### src/rtl/fabric_ctrl_if.sv
`default_nettype none
// ============================================================================
//  Module      : fabric_ctrl_if
//  Description : Host command bus for fabric_ctrl (valid/ready handshake plus
//                INSTR / LAUNCH command fields).
//  Revision    : 1.0 - initial release
// ============================================================================
interface fabric_ctrl_if #(
  parameter int ROWS             = 2,
  parameter int ROW_W            = (ROWS > 1) ? $clog2(ROWS) : 1,
  parameter int INSTR_DATA_WIDTH = 27,
  parameter int INSTR_ADDR_WIDTH = 4,
  parameter int INSTR_HOPS_WIDTH = 4
) ();

  logic                        cmd_valid;
  logic                        cmd_ready;
  logic                        cmd_type;   // 0 = INSTR, 1 = LAUNCH
  logic [ROW_W-1:0]            cmd_row;
  logic [ROWS-1:0]             cmd_mask;
  logic [INSTR_HOPS_WIDTH-1:0] cmd_hops;
  logic [INSTR_ADDR_WIDTH-1:0] cmd_addr;
  logic [INSTR_DATA_WIDTH-1:0] cmd_data;

  // Host side drives the command, controller answers with ready
  modport master (
    output cmd_valid, cmd_type, cmd_row, cmd_mask, cmd_hops, cmd_addr, cmd_data,
    input  cmd_ready
  );

  modport slave (
    input  cmd_valid, cmd_type, cmd_row, cmd_mask, cmd_hops, cmd_addr, cmd_data,
    output cmd_ready
  );

endinterface
`default_nettype wire

### src/rtl/fabric_ctrl.sv
`default_nettype none
// ============================================================================
//  Module      : fabric_ctrl
//  Description : Host-side sequencer for a ROWS-row fabric. Buffers host
//                commands in an in-order FIFO, streams INSTR words onto a
//                row's instruction chain and launches rows via call/ret with
//                a per-row guard/run tracker.
//  Revision    : 1.0 - initial release
// ============================================================================
module fabric_ctrl #(
  parameter int ROWS             = 2,
  parameter int INSTR_DATA_WIDTH = 27,
  parameter int INSTR_ADDR_WIDTH = 4,
  parameter int INSTR_HOPS_WIDTH = 4,
  parameter int FIFO_DEPTH       = 4,
  parameter int RET_GUARD        = 2,
  parameter int ROW_W            = (ROWS > 1) ? $clog2(ROWS) : 1
) (
  input  logic                                     clk,
  input  logic                                     rst_n,
  fabric_ctrl_if.slave                             cmd,
  output logic [ROWS-1:0]                          o_instr_en_out,
  output logic [ROWS-1:0][INSTR_DATA_WIDTH-1:0]    o_instr_data_out,
  output logic [ROWS-1:0][INSTR_ADDR_WIDTH-1:0]    o_instr_addr_out,
  output logic [ROWS-1:0][INSTR_HOPS_WIDTH-1:0]    o_instr_hops_out,
  output logic [ROWS-1:0]                          o_call,
  input  logic [ROWS-1:0]                          i_ret,
  output logic [ROWS-1:0]                          o_busy,
  output logic [ROWS-1:0]                          o_done,
  output logic                                     o_err
);

  localparam int C_AW = $clog2(FIFO_DEPTH);
  localparam int C_GW = (RET_GUARD > 0) ? $clog2(RET_GUARD + 1) : 1;

  localparam logic [C_AW:0]   C_PTR_ONE    = 1;
  localparam logic [C_GW-1:0] C_CNT_ONE    = 1;
  localparam logic [C_GW-1:0] C_GUARD_INIT = C_GW'(RET_GUARD);

  // Per-row tracker states
  localparam logic [1:0] C_ST_IDLE  = 2'd0;
  localparam logic [1:0] C_ST_GUARD = 2'd1;
  localparam logic [1:0] C_ST_RUN   = 2'd2;

  typedef struct packed {
    logic                        typ;
    logic [ROW_W-1:0]            row;
    logic [ROWS-1:0]             mask;
    logic [INSTR_HOPS_WIDTH-1:0] hops;
    logic [INSTR_ADDR_WIDTH-1:0] addr;
    logic [INSTR_DATA_WIDTH-1:0] data;
  } cmd_t;

  cmd_t            r_fifo [FIFO_DEPTH];
  logic [C_AW:0]   r_wr_ptr;
  logic [C_AW:0]   r_rd_ptr;
  logic            r_live;
  logic [ROWS-1:0] r_en;
  logic [ROWS-1:0] r_call;
  logic            r_err;

  logic            w_empty;
  logic            w_full;
  logic            w_push;
  logic            w_pop;
  cmd_t            w_in;
  cmd_t            w_head;
  logic [ROWS-1:0] w_row_sel;
  logic            w_row_ok;
  logic [ROWS-1:0] w_busy;
  logic [ROWS-1:0] w_launch;
  logic            w_illegal;
  logic            w_instr_go;
  logic            w_launch_go;

  // --------------------------------------------------------------------------
  // Command FIFO: extra pointer MSB separates full from empty. Ready is held
  // low until the first clock after reset releases.
  // --------------------------------------------------------------------------
  assign w_empty = (r_wr_ptr == r_rd_ptr);
  assign w_full  = (r_wr_ptr[C_AW] != r_rd_ptr[C_AW]) &&
                   (r_wr_ptr[C_AW-1:0] == r_rd_ptr[C_AW-1:0]);
  assign cmd.cmd_ready = r_live && !w_full;
  assign w_push  = cmd.cmd_valid && cmd.cmd_ready;

  assign w_in.typ  = cmd.cmd_type;
  assign w_in.row  = cmd.cmd_row;
  assign w_in.mask = cmd.cmd_mask;
  assign w_in.hops = cmd.cmd_hops;
  assign w_in.addr = cmd.cmd_addr;
  assign w_in.data = cmd.cmd_data;

  assign w_head = r_fifo[r_rd_ptr[C_AW-1:0]];

  // Pointer and ready-enable registers
  always_ff @(posedge clk) begin
    if (!rst_n) begin
      r_wr_ptr <= '0;
      r_rd_ptr <= '0;
      r_live   <= 1'b0;
    end else begin
      r_live <= 1'b1;
      if (w_push) r_wr_ptr <= r_wr_ptr + C_PTR_ONE;
      if (w_pop)  r_rd_ptr <= r_rd_ptr + C_PTR_ONE;
    end
  end

  // FIFO storage; contents are don't-care until written
  always_ff @(posedge clk) begin
    if (w_push) r_fifo[r_wr_ptr[C_AW-1:0]] <= w_in;
  end

  // --------------------------------------------------------------------------
  // Head dispatch. The one-hot shift yields zero for out-of-range rows, so an
  // illegal row never aliases onto a real one.
  // --------------------------------------------------------------------------
  assign w_row_sel = ROWS'(1) << w_head.row;
  assign w_row_ok  = (32'(w_head.row) < ROWS);

  // Decide whether the head pops this cycle and what it does
  always_comb begin
    w_illegal   = 1'b0;
    w_instr_go  = 1'b0;
    w_launch_go = 1'b0;
    if (!w_empty) begin
      if (w_head.typ) begin
        if (w_head.mask == '0)                  w_illegal   = 1'b1;
        else if ((w_head.mask & w_busy) == '0)  w_launch_go = 1'b1;
      end else begin
        if (!w_row_ok)                          w_illegal   = 1'b1;
        else if ((w_row_sel & w_busy) == '0)    w_instr_go  = 1'b1;
      end
    end
  end

  assign w_pop    = w_illegal | w_instr_go | w_launch_go;
  assign w_launch = w_launch_go ? w_head.mask : '0;

  // Strobes, call pulses and sticky error flag
  always_ff @(posedge clk) begin
    if (!rst_n) begin
      r_en   <= '0;
      r_call <= '0;
      r_err  <= 1'b0;
    end else begin
      r_en   <= w_instr_go ? w_row_sel : '0;
      r_call <= w_launch;
      r_err  <= r_err | w_illegal;
    end
  end

  assign o_instr_en_out = r_en;
  assign o_call         = r_call;
  assign o_err          = r_err;
  assign o_busy         = w_busy;

  // --------------------------------------------------------------------------
  // Per-row instruction registers and launch tracker
  // --------------------------------------------------------------------------
  for (genvar gi = 0; gi < ROWS; gi++) begin : g_row
    logic [INSTR_DATA_WIDTH-1:0] r_data;
    logic [INSTR_ADDR_WIDTH-1:0] r_addr;
    logic [INSTR_HOPS_WIDTH-1:0] r_hops;
    logic [1:0]                  r_state;
    logic [1:0]                  w_state_nxt;
    logic [C_GW-1:0]             r_cnt;
    logic [C_GW-1:0]             w_cnt_nxt;
    logic                        r_done;
    logic                        w_done_nxt;
    logic                        w_busy_row;

    // Instruction fields load only when this row is dispatched, else hold
    always_ff @(posedge clk) begin
      if (!rst_n) begin
        r_data <= '0;
        r_addr <= '0;
        r_hops <= '0;
      end else if (w_instr_go && w_row_sel[gi]) begin
        r_data <= w_head.data;
        r_addr <= w_head.addr;
        r_hops <= w_head.hops;
      end
    end

    // Tracker state register
    always_ff @(posedge clk) begin
      if (!rst_n) begin
        r_state <= C_ST_IDLE;
        r_cnt   <= '0;
        r_done  <= 1'b0;
      end else begin
        r_state <= w_state_nxt;
        r_cnt   <= w_cnt_nxt;
        r_done  <= w_done_nxt;
      end
    end

    // Tracker next state: ret is ignored while the guard counts down to zero
    always_comb begin
      w_state_nxt = r_state;
      w_cnt_nxt   = r_cnt;
      case (r_state)
        C_ST_IDLE: begin
          if (w_launch[gi]) begin
            w_state_nxt = C_ST_GUARD;
            w_cnt_nxt   = C_GUARD_INIT;
          end
        end
        C_ST_GUARD: begin
          if (r_cnt == '0) w_state_nxt = C_ST_RUN;
          else             w_cnt_nxt   = r_cnt - C_CNT_ONE;
        end
        C_ST_RUN: begin
          if (i_ret[gi]) w_state_nxt = C_ST_IDLE;
        end
        default: w_state_nxt = C_ST_IDLE;
      endcase
    end

    // Tracker outputs: busy from state, done registered on the completing edge
    always_comb begin
      w_busy_row = (r_state != C_ST_IDLE);
      w_done_nxt = (r_state == C_ST_RUN) && i_ret[gi];
    end

    assign w_busy[gi]           = w_busy_row;
    assign o_done[gi]           = r_done;
    assign o_instr_data_out[gi] = r_data;
    assign o_instr_addr_out[gi] = r_addr;
    assign o_instr_hops_out[gi] = r_hops;
  end

endmodule
`default_nettype wire

### src/flat_wrapper.sv
// flat-port wrapper written by rule: the top's interface ports become plain ports
module fabric_ctrl_flat 
#(
  parameter int ROWS             = 2,
  parameter int INSTR_DATA_WIDTH = 27,
  parameter int INSTR_ADDR_WIDTH = 4,
  parameter int INSTR_HOPS_WIDTH = 4,
  parameter int FIFO_DEPTH       = 4,
  parameter int RET_GUARD        = 2,
  parameter int ROW_W            = (ROWS > 1) ? $clog2(ROWS) : 1
)
  (clk, rst_n, o_instr_en_out, o_instr_data_out, o_instr_addr_out, o_instr_hops_out, o_call, i_ret, o_busy, o_done, o_err, cmd_cmd_valid, cmd_cmd_type, cmd_cmd_row, cmd_cmd_mask, cmd_cmd_hops, cmd_cmd_addr, cmd_cmd_data, cmd_cmd_ready);
  fabric_ctrl_if #(.ROWS(ROWS), .ROW_W(ROW_W), .INSTR_DATA_WIDTH(INSTR_DATA_WIDTH), .INSTR_ADDR_WIDTH(INSTR_ADDR_WIDTH), .INSTR_HOPS_WIDTH(INSTR_HOPS_WIDTH)) cmd_i ();
  input  logic clk;
  input  logic rst_n;
  output logic [ROWS-1:0] o_instr_en_out;
  output logic [ROWS-1:0][INSTR_DATA_WIDTH-1:0] o_instr_data_out;
  output logic [ROWS-1:0][INSTR_ADDR_WIDTH-1:0] o_instr_addr_out;
  output logic [ROWS-1:0][INSTR_HOPS_WIDTH-1:0] o_instr_hops_out;
  output logic [ROWS-1:0] o_call;
  input  logic [ROWS-1:0] i_ret;
  output logic [ROWS-1:0] o_busy;
  output logic [ROWS-1:0] o_done;
  output logic o_err;
  input wire logic [$bits(cmd_i.cmd_valid)-1:0] cmd_cmd_valid;
  input wire logic [$bits(cmd_i.cmd_type)-1:0] cmd_cmd_type;
  input wire logic [$bits(cmd_i.cmd_row)-1:0] cmd_cmd_row;
  input wire logic [$bits(cmd_i.cmd_mask)-1:0] cmd_cmd_mask;
  input wire logic [$bits(cmd_i.cmd_hops)-1:0] cmd_cmd_hops;
  input wire logic [$bits(cmd_i.cmd_addr)-1:0] cmd_cmd_addr;
  input wire logic [$bits(cmd_i.cmd_data)-1:0] cmd_cmd_data;
  output wire logic [$bits(cmd_i.cmd_ready)-1:0] cmd_cmd_ready;
  assign cmd_i.cmd_valid = cmd_cmd_valid;
  assign cmd_i.cmd_type = cmd_cmd_type;
  assign cmd_i.cmd_row = cmd_cmd_row;
  assign cmd_i.cmd_mask = cmd_cmd_mask;
  assign cmd_i.cmd_hops = cmd_cmd_hops;
  assign cmd_i.cmd_addr = cmd_cmd_addr;
  assign cmd_i.cmd_data = cmd_cmd_data;
  assign cmd_cmd_ready = cmd_i.cmd_ready;
  fabric_ctrl #(.ROWS(ROWS), .INSTR_DATA_WIDTH(INSTR_DATA_WIDTH), .INSTR_ADDR_WIDTH(INSTR_ADDR_WIDTH), .INSTR_HOPS_WIDTH(INSTR_HOPS_WIDTH), .FIFO_DEPTH(FIFO_DEPTH), .RET_GUARD(RET_GUARD), .ROW_W(ROW_W)) u_core (.clk(clk), .rst_n(rst_n), .cmd(cmd_i), .o_instr_en_out(o_instr_en_out), .o_instr_data_out(o_instr_data_out), .o_instr_addr_out(o_instr_addr_out), .o_instr_hops_out(o_instr_hops_out), .o_call(o_call), .i_ret(i_ret), .o_busy(o_busy), .o_done(o_done), .o_err(o_err));
endmodule
### config.mk
export PLATFORM = sky130hd
export DESIGN_NAME = fabric_ctrl_flat
export DESIGN_NICKNAME = d
export VERILOG_FILES = /design/src/rtl/fabric_ctrl_if.sv /design/src/rtl/fabric_ctrl.sv /design/src/flat_wrapper.sv
export SDC_FILE = /design/constraint.sdc
export NUM_CORES = 1
export LEC_CHECK = 0
export ABC_AREA = 1
export CAP_MARGIN = 5
export CORE_UTILIZATION = 57
export CTS_BUF_LIST = sky130_fd_sc_hd__clkbuf_4
export CTS_CLUSTER_SIZE = 8
export DETAILED_ROUTE_END_ITERATION = 10
export HOLD_SLACK_MARGIN = 0.06
export PLACE_DENSITY = 0.88
export SYNTH_ARGS = -nofsm -noshare
export SYNTH_HDL_FRONTEND = slang
export SYNTH_SLANG_ARGS = --single-unit
### constraint.sdc
create_clock -name clk -period 3.4 [get_ports clk]
set_clock_uncertainty 0.1 [all_clocks]
set_input_delay 0.51 -clock clk [delete_from_list [all_inputs] [get_ports clk]]
set_output_delay 0.51 -clock clk [all_outputs]
set_load 0.01 [all_outputs]
==> impl_summary.md <==
Outcome
The run finished with clean final reports.

Routing
The total detailed-routing wirelength is 22600 um. The post-detailed-route DRC marker count is 0. Summing over every cut layer, the via total after detailed routing is 7056. The vias per cell is 5.58. After the first detailed-routing iteration, the DRC count stood at 744. The pre-antenna-repair detailed-routing pass consisted of 6 iterations. In the final routed layout, each cell accounts on average for between 15 and 20 um. The count of nets left with antenna violations once routing finished came out at 0.

Clock network
The H-tree generated during clock tree synthesis spans 2 levels. TritonCTS built the clock tree. Clock-pin slew was measured on the worst setup and hold paths at 0.07 ns. CTS saw 250 sinks. The tree is rooted in a sky130_fd_sc_hd__clkbuf_4. The number of gates resized after CTS was 0. The count of hold buffers inserted by post-cts repair is 0. Buffers inserted during clock tree synthesis total 59. The clock latency at the later pin of the worst-skew pair is 0.67 ns. The post-CTS repair timing setup buffer count is 0. The maximum root-to-sink buffer count is 3.

Timing
Setup repair after global routing left no endpoint under its margin. The final-report setup violation count is 0. The maximum clock frequency is 341 MHz. The setup TNS is 0 ns. The final number of hold-violating endpoints was 0. The worst path in the final design needs a cycle of 2.93 ns, including I/O delays and setup. The count of final max-slew check failures came to 0. The measured slew at the worst slew-check pin is ~0.91 ns.

The normalized max-slew margin is 0.394. The post-route fraction of the period consumed by the critical path is 0.862.

Synthesis
The gate count of the mapped netlist is 850. In this run the cell area of the synthesized design comes to 9400 um2. The number of nets handed over by synthesis was 901. The post-synthesis register bit count is between 200 and 300. The number of distinct standard cells referenced by the synthesized netlist is 28. The sequential fraction of the synthesis area is 0.698. The mean cell area of the mapped netlist is 11.1 um2.

For this run, the number of Yosys warnings is 0.

Placed design
After legalization and detailed placement, the total HPWL measured between 10000 and 15000 um. Port buffering added 123 buffers. In this run, placement finished with an instance count of 1151.

The instance area at placement is between 10000 and 15000 um2. The final estimated routing congestion in global placement is 0.789.

Final layout
Summing all flip-flop and latch instances after layout gives 6570 um2. From synthesis to final layout, the design area changed by 22.8%. In the layout the commonest cells are 236 x sky130_fd_sc_hd__nor2_1, 156 x sky130_fd_sc_hd__edfxtp_1, 130 x sky130_fd_sc_hd__o21ai_0.

The multi-input logic area is ~2400 um2. The commonest non-fill, non-tap cell in the layout is sky130_fd_sc_hd__nor2_1. The post-route non-filler standard cell count is 1264. Once layout is done, the placed cells without fillers occupy 11500 um2.

The layout has 1055 filler cells. The ratio of cells with drive above 1 in the final layout is 0.118. In the final design database the tool counted 1047 nets.

Floorplanning
The die width is 130 um. The initial core utilization is 0.588. The total core area is 16000 um2. The number of cell rows is 46.

The boundary pin count is 124. The height of the die is 130 um. The die area is 17000 um2.

Setup path
The category of the worst setup path launch point is a flop. At the worst endpoint, the required time is a little under 4 ns. At the worst endpoint, the arrival time is about 3.4 ns. The worst setup path is of the flop to flop kind.

The critical-path maximum fanout is 36. The worst setup path is captured at a flop.

Global route
The global-route wire length before repair is 35600 um. The pin count of the biggest net entering global routing is 56. The initial antenna violation count was 0. The via count of the first global-routing pass came to 7086. Global routing finished with a remaining overflow of 0. Across every metal layer, demand over resource in global routing totals 0.276.

Pwr
In this run the static leakage power is between 0.004 and 0.005 uW. The power per cell area is 857 nW/um2. IR analysis of the VDD net gives a maximum drop of 0.495 mV.

The total power is 9890 uW.

Flow run
The number of maximum-capacitance constraint violations is 0.

Min path
The path type of the worst min-delay path is input pin to flop.
## worst max-delay path, cell delays in order (launching register included)
cell and delay (ns):
sky130_fd_sc_hd__dfxtp_2 0.62, sky130_fd_sc_hd__inv_2 0.33, sky130_fd_sc_hd__nand2_1 0.16, sky130_fd_sc_hd__nand3_2 0.09, sky130_fd_sc_hd__nand2_4 0.14, sky130_fd_sc_hd__inv_4 0.06
sky130_fd_sc_hd__nand2_2 0.07, sky130_fd_sc_hd__nand3_4 0.16, sky130_fd_sc_hd__nor2_8 0.47, sky130_fd_sc_hd__inv_4 0.33, sky130_fd_sc_hd__nor2_1 0.20, sky130_fd_sc_hd__nor2_1 0.07
## cell type report
cell class	instances	share of cell area
Timing Repair Buffer	135	0.115
Sequential cell	250	0.569
Clock inverter	22	0.0122
Tap cell	216	0.0234
Antenna cell	1	0.000217
Multi-Input combinational cell	515	0.210
Clock buffer	90	0.0585
Inverter	35	0.0120
## final timing paths
kind / from / depth (start not counted) / slack (ns) / end
setup / recovery: flop / 11 / 0.47 / u_core.g_row[1].r_data[23]
hold reg to reg: u_core.g_row[1].r_state[0] / 1 / 0.32 / u_core.g_row[1].r_done
setup reg to reg: flop / 11 / 0.47 / u_core.g_row[1].r_data[23]
hold / removal: i_ret[1] / 3 / 0.31 / u_core.g_row[1].r_done
## logic make-up after synthesis
kind of cell / count (synthesis) / share of synthesized area
AND/OR/NAND/NOR: 319 / 0.139
flip-flops: 250 / 0.698
AO/OA/AOI/OAI: 188 / 0.105
buffers and inverters: 85 / 0.0471
adder cells (fa/ha/maj): 7 / 0.00931
XOR/XNOR: 1 / 0.000932
## synthesized netlist by cell type
master | n | share of area
sky130_fd_sc_hd__xor2_1 | 1 | 0.00093
sky130_fd_sc_hd__nand2_4 | 1 | 0.0012
sky130_fd_sc_hd__dfxtp_1 | 94 | 0.20
sky130_fd_sc_hd__edfxtp_1 | 156 | 0.50
sky130_fd_sc_hd__o21ai_0 | 130 | 0.069
sky130_fd_sc_hd__buf_2 | 3 | 0.0016
sky130_fd_sc_hd__nand3b_1 | 3 | 0.0024
sky130_fd_sc_hd__nor2_8 | 2 | 0.0043
sky130_fd_sc_hd__nor2_1 | 240 | 0.096
sky130_fd_sc_hd__inv_4 | 3 | 0.0020
sky130_fd_sc_hd__inv_2 | 1 | 0.00040
sky130_fd_sc_hd__nand3_2 | 2 | 0.0021
sky130_fd_sc_hd__buf_4 | 6 | 0.0048
sky130_fd_sc_hd__ha_1 | 7 | 0.0093
sky130_fd_sc_hd__a211oi_1 | 2 | 0.0016
sky130_fd_sc_hd__inv_1 | 31 | 0.012
sky130_fd_sc_hd__o21ai_1 | 14 | 0.0075
sky130_fd_sc_hd__nand3_1 | 14 | 0.0075
sky130_fd_sc_hd__a21oi_1 | 7 | 0.0037
sky130_fd_sc_hd__nand2_2 | 1 | 0.00067
sky130_fd_sc_hd__clkbuf_1 | 29 | 0.012
sky130_fd_sc_hd__nand3_4 | 1 | 0.0019
sky130_fd_sc_hd__nand2_1 | 49 | 0.020
sky130_fd_sc_hd__o22ai_1 | 35 | 0.023
sky130_fd_sc_hd__buf_6 | 12 | 0.014
sky130_fd_sc_hd__nor3_1 | 1 | 0.00053
sky130_fd_sc_hd__nor4_1 | 1 | 0.00067
sky130_fd_sc_hd__nand4_1 | 4 | 0.0027
## routing by layer
layer  part of all wire  up-vias  global-route usage
li1                   -     3266                   -
met1               0.39     3320               0.345
met5                  0        -                   0
met4              0.031        0               0.139
met2               0.49      399               0.453
met3              0.091       71              0.0651
## power breakdown
group / internal [uW] / switching (uW)
registers: 3730 / 306
clock network: 1360 / 1180
logic: 1310 / 2010
total: 6400 / 3490
## through the flow
step	hold slack (ns)	utilization	setup slack, ns
final	0.307	0.722	0.468
after global routing	0.295	0.722	0.286
after CTS	0.284	0.722	0.487
after detailed placement	0.309	0.671	0.533
after global placement	0.306	0.671	0.709
after floorplan	0.298	-	0.236
## registers in the layout, indices dropped and copies added (netlist names), named ones only
signal,cells
u_core.o_instr_en_out,2
u_core.r_live,1
u_core.o_call,2
u_core.g_row.r_hops,8
u_core.g_row.r_done,2
u_core.r_fifo,156
u_core.r_wr_ptr,3
u_core.g_row.r_state,4
u_core.r_rd_ptr,3
u_core.g_row.r_cnt,4
u_core.g_row.r_data,54
u_core.g_row.r_addr,8
u_core.o_err,1
(Power assumes the default switching activity.)
